### src/rtl/riscm_pkg.sv
// Shared types and constants for the RISC machine fetch/execute blocks.
// Holds the bus command encoding, the fetch sequencer states and the default widths.
package riscm_pkg;

  localparam int RISCM_PC_W   = 9;
  localparam int RISCM_DATA_W = 16;

  typedef enum logic [1:0] {
    MNONE  = 2'b00,
    MREAD  = 2'b01,
    MWRITE = 2'b10
  } mem_cmd_t;

  typedef enum logic [2:0] {
    S_IDLE = 3'd0,
    S_IF1  = 3'd1,
    S_IF2  = 3'd2,
    S_UPD  = 3'd3,
    S_EXEC = 3'd4,
    S_HALT = 3'd5
  } fetch_state_t;

endpackage

### src/rtl/pc_unit.sv
// Program counter register: a branch load takes priority over increment.
// The increment wraps modulo 2^PC_W.
module pc_unit
  import riscm_pkg::*;
#(
  parameter int               PC_W     = RISCM_PC_W,
  parameter logic [PC_W-1:0]  RESET_PC = '0
) (
  input  logic            clk,
  input  logic            reset,
  input  logic            load,
  input  logic [PC_W-1:0] target,
  input  logic            inc,
  output logic [PC_W-1:0] pc
);

  always_ff @(posedge clk) begin
    if (!reset) begin
      pc <= RESET_PC;
    end else if (load) begin
      pc <= target;
    end else if (inc) begin
      pc <= pc + PC_W'(1);
    end
  end

endmodule

### src/rtl/fetch_controller.sv
// Instruction-fetch sequencer and memory-bus arbiter: fetches into IR, starts the
// execute FSM and lends it the bus while the instruction executes.
module fetch_controller
  import riscm_pkg::*;
#(
  parameter int               PC_W     = RISCM_PC_W,
  parameter int               DATA_W   = RISCM_DATA_W,
  parameter logic [PC_W-1:0]  RESET_PC = '0
) (
  input  logic              clk,
  input  logic              reset,
  input  logic              run,
  input  logic [DATA_W-1:0] mem_rdata,
  output logic [1:0]        mem_cmd,
  output logic [PC_W-1:0]   mem_addr,
  output logic [DATA_W-1:0] ir,
  output logic [PC_W-1:0]   pc,
  output logic              exec_start,
  input  logic              exec_done,
  input  logic              branch_valid,
  input  logic [PC_W-1:0]   branch_target,
  input  logic              halt_req,
  input  logic              data_req,
  input  logic              data_we,
  input  logic [PC_W-1:0]   data_addr,
  output logic              data_gnt,
  output logic              halted
);

  fetch_state_t state, state_nx;
  mem_cmd_t     cmd;
  logic         exec_first;
  logic         pc_inc;
  logic         pc_load;

  pc_unit #(
    .PC_W     (PC_W),
    .RESET_PC (RESET_PC)
  ) u_pc (
    .clk    (clk),
    .reset  (reset),
    .load   (pc_load),
    .target (branch_target),
    .inc    (pc_inc),
    .pc     (pc)
  );

  // exec_first marks the first S_EXEC cycle: S_UPD always hands over to S_EXEC
  always_ff @(posedge clk) begin
    if (!reset) begin
      state      <= S_IDLE;
      exec_first <= 1'b0;
      ir         <= '0;
    end else begin
      state      <= state_nx;
      exec_first <= (state == S_UPD);
      if (state == S_IF2) begin
        ir <= mem_rdata;
      end
    end
  end

  always_comb begin
    state_nx = state;
    cmd      = MNONE;
    mem_addr = pc;
    data_gnt = 1'b0;
    pc_inc   = 1'b0;
    pc_load  = 1'b0;
    case (state)
      S_IDLE: begin
        if (run) begin
          state_nx = S_IF1;
        end
      end
      S_IF1: begin
        cmd      = MREAD;
        state_nx = S_IF2;
      end
      S_IF2: begin
        cmd      = MREAD;
        state_nx = S_UPD;
      end
      S_UPD: begin
        pc_inc   = 1'b1;
        state_nx = S_EXEC;
      end
      S_EXEC: begin
        if (data_req) begin
          data_gnt = 1'b1;
          mem_addr = data_addr;
          cmd      = data_we ? MWRITE : MREAD;
        end
        // done is only meaningful once the execute FSM has seen exec_start
        if (!exec_first && exec_done) begin
          if (halt_req) begin
            state_nx = S_HALT;
          end else begin
            pc_load  = branch_valid;
            state_nx = run ? S_IF1 : S_IDLE;
          end
        end
      end
      S_HALT: begin
        state_nx = S_HALT;
      end
      default: begin
        state_nx = S_IDLE;
      end
    endcase
  end

  assign mem_cmd    = cmd;
  assign exec_start = (state == S_EXEC) && exec_first;
  assign halted     = (state == S_HALT);

endmodule

### config.mk
export PLATFORM = sky130hd
export DESIGN_NAME = fetch_controller
export DESIGN_NICKNAME = d
export VERILOG_FILES = /design/src/rtl/riscm_pkg.sv /design/src/rtl/pc_unit.sv /design/src/rtl/fetch_controller.sv
export SDC_FILE = /design/constraint.sdc
export NUM_CORES = 1
export LEC_CHECK = 0
export BUFFER_PORTS_ARGS = -buffer_cell sky130_fd_sc_hd__buf_4
export CORE_MARGIN = 10
export CORE_UTILIZATION = 44
export CTS_CLUSTER_DIAMETER = 150
export DETAILED_ROUTE_END_ITERATION = 12
export GPL_TIMING_DRIVEN = 0
export PLACE_DENSITY = 0.79
export SYNTH_ARGS = -nofsm -noshare
export SYNTH_HDL_FRONTEND = slang
export SYNTH_SLANG_ARGS = --single-unit
### constraint.sdc
create_clock -name clk -period 1.76 [get_ports clk]
set_input_delay 0.088 -clock clk [delete_from_list [all_inputs] [get_ports clk]]
set_output_delay 0.088 -clock clk [all_outputs]
set_load 0.01 [all_outputs]
==> impl_metrics.csv <==
group,metric,value,unit
synthesis,yosysUniqueCellTypes,40,
min_path,min_path_cells,3,
synthesis,synthArstFlopShare,0,%
finish,antennaDiodeCount,0,
die,die_area,0.00613,mm2
synthesis,synth.yosys.seq_area_share,38.8,%
clocking,clockBufferDepth,2,
synthesis,synthFlopType,"dfxtp_1",
sta,slew_violations,0,
sta,slew_headroom,68.0,%
clocking,h-tree-depth,2,
drt,wirelength,4.70,mm
sta,worst_pin_slew,0.473,ns
setup_path,critical_path_class,"register to primary output",
clocking,cts_tree,"yes",
synthesis,synth_cells,166,
min_path,hp-class,"input port to register",
setup_path,cp.required,1.67,ns
drt,wl_per_cell,15.4,um
clocking,insertion_delay,0.32,ns
synthesis,synth_mux_area_share,9.04,%
finish,final_cell_mix,"buf_4, nand2_1, dfxtp_1",
synthesis,synthXorXnorAreaFrac,5.27,%
synthesis,syn-num-nets,209,
pwr,powerDensity,645,mW/mm2
sta,setup_viol,0,
run_status,outcome,"completed",
clocking,numCtsBuffers,5,
finish,stdcell_area,0.00234,mm2
pwr,ir_drop,624,uV
drt,avgViaCountPerCell,4.95,
global_routing,grt_pass1_wl,7.58,mm
placed_design,place_area,0.00215,mm2
pwr,seqPwrFrac,48.7,%
drt,num_vias,1514,
setup_path,r2r_slack,0.28,ns
sta,whs,0.0104,ns
clocking,clockRootBuffer,"clkbuf_4",
setup_path,r2r_end,"u_pc.pc[0]",
setup_path,reg2reg_depth,4,
pwr,switchingPower,0.416,mW
finish,drive_gt1_share,44.2,%
clocking,clock-sinks,29,
placed_design,gp_congestion,0.807,
drt,drtIter0Drc,102,
global_routing,antenna_found_initial,0,
global_routing,grtUsageTotal,15.1,%
global_routing,grt_max_degree,11,
drt,drtAntennaViolNets,0,
global_routing,grt-ovfl-total,0,
finish,fin_cells,306,
placed_design,dp_hpwl,3.44,mm
drt,route.detailed.drc,0,
min_path,min_to,"ir[4]",
job,maxCapViolCount,0,
sta,final_hold_viol_count,0,
synthesis,synth_fa_ha_area_share,0.837,%
setup_path,r2r-start,"exec_first",
synthesis,ys_ff_latch,29,
synthesis,synth_top_family_by_area,"simple AND/OR/NAND/NOR gates",
setup_path,crit_buf_inv,2,
placed_design,numPortBuffers,79,
sta,fin_crit,1.75,ns
synthesis,synth_enable_flop_cells,0,
sta,finClkSkew,0.00696,ns
pwr,pwr-share-clk,26.9,%
die,io_pins,81,
setup_path,cp_top_family,"simple AND/OR/NAND/NOR gates",
die,start_util,45.2,%
synthesis,ys_warn_count,0,
setup_path,crit_slowest_cell,"dfxtp_4",
pwr,p_leak,1.02,nW
pwr,p_sw_share,27.6,%
finish,area_growth,56.2,%
min_path,hp-start,"mem_rdata[4]",
die,die-width,78.3,um
placed_design,dp.cells,291,
setup_path,path_max_fanout,9,
finish,nNetsFinal,303,
global_routing,grt_pass1_vias,1524,
setup_path,path_cells,"nor3b_4 -> and2_4 -> buf_12 -> mux2_4 -> buf_6",
setup_path,critPathCaptureType,"primary output",
sta,rsz0062_at_grt,"true",
synthesis,synthSimpleGateAreaFrac,22.7,%
setup_path,critPathLaunchType,"register",
die,die_y,78.3,um
pwr,combPwrFrac,24.3,%
drt,drt-pass1-iter-count,4,
synthesis,netlist_area,0.00150,mm2
sta,period_share,99.6,%
die,rows,21,
finish,final_common_cell,"buf_4",
pwr,p_int,1.09,mW
synthesis,avgSynthCellArea,9.01,um2
setup_path,worstPathArrival,1.67,ns
synthesis,synth_compound_area_share,17.2,%
setup_path,critPathMaxStageDelay,0.39,ns
finish,fin_util,70.6,%
clocking,clkTransAtPathRegs,0.09,ns
die,core,0.00331,mm2
sta,timing.fmax,570,MHz
pwr,total_power,1.51,mW
[worst max-delay path by stage]
| stage | depth (start not counted) | from | end |
|---|---|---|---|
| 2_1_floorplan | 5 | state[0] | mem_addr[0] |
| 3_3_place_gp | 5 | state[2] | mem_addr[7] |
| 3_5_place_dp | 6 | state[0] | mem_addr[2] |
| 4_1_cts | 6 | state[0] | mem_addr[2] |
| 5_1_grt | 5 | state[2] | mem_addr[0] |
| 6_report | 5 | state[1] | mem_addr[0] |
[logic make-up after synthesis]
| kind of cell | count (synthesis) |
|---|---|
| AOI/OAI and AO/OA | 38 |
| xor gates and xnor gates | 9 |
| adders and majority gates | 1 |
| buffers and inverters | 13 |
| DFF | 29 |
| muxes | 9 |
| and+or+nand+nor | 67 |
[power by group through the flow]
stage	logic [mW]	clock network, mW	registers (mW)
floorplan	0.174	0	0.748
global placement	0.364	0	0.733
detailed placement	0.367	0	0.735
CTS	0.378	0.424	0.732
global route	0.406	0.443	0.743
finish	0.367	0.406	0.735
[metrics by stage]
stage | setup TNS (ns) | setup slack [ns]
2_1_floorplan | 0 | 0.306
3_3_place_gp | 0 | 0.0866
3_5_place_dp | 0 | 0.0839
4_1_cts | -0.365 | -0.0454
5_1_grt | -0.464 | -0.0564
6_report | 0 | 0.00699
[synthesized netlist by cell type (all sizes together), types with 4 or more instances]
master	count	area [um2]
dfxtp	29	581
nand2	39	149
a21boi	18	135
clkbuf	4	16.3
and2	4	27.5
nor2	5	21.3
mux2	9	135
buf	7	67.6
a21oi	7	35.0
xnor2	6	52.6
o21ai	8	40.0
[cell type report]
type / count / area [um2]
plain buffers: 9 / 68.8
clock buffers: 7 / 55.1
fillers: 295 / 975
inverters: 2 / 7.51
multi-input cells: 124 / 823
flip-flops and latches: 29 / 589
well taps: 46 / 57.6
repair buffers: 89 / 734
[worst reg2reg max path: stages (launching register included)]
cell	delay [ns]
dfxtp_1	0.32
nor4bb_1	0.46
nand2_2	0.21
buf_6	0.19
o211a_1	0.20
[registers in the layout (all words and copies together), names as in the netlist]
signal,count
u_pc.pc,9
exec_first,1
ir,16
state,3
[what timing repair did]
item,CTS,global route
pin swaps,2,2
endpoints found under the hold margin,5,0
gates cloned,1,0
setup buffers,3,1
setup endpoints to repair,9,9
resized for setup,14,2
hold buffers,5,0
[per-layer routing]
layer,vias up,track usage [%],wire length [um]
li1,755,-,-
met1,685,15.9,1850
met2,68,25.7,2260
met3,6,7.97,556
met4,0,3.76,40
met5,-,0,0
Power figures use the tool's default switching activity.
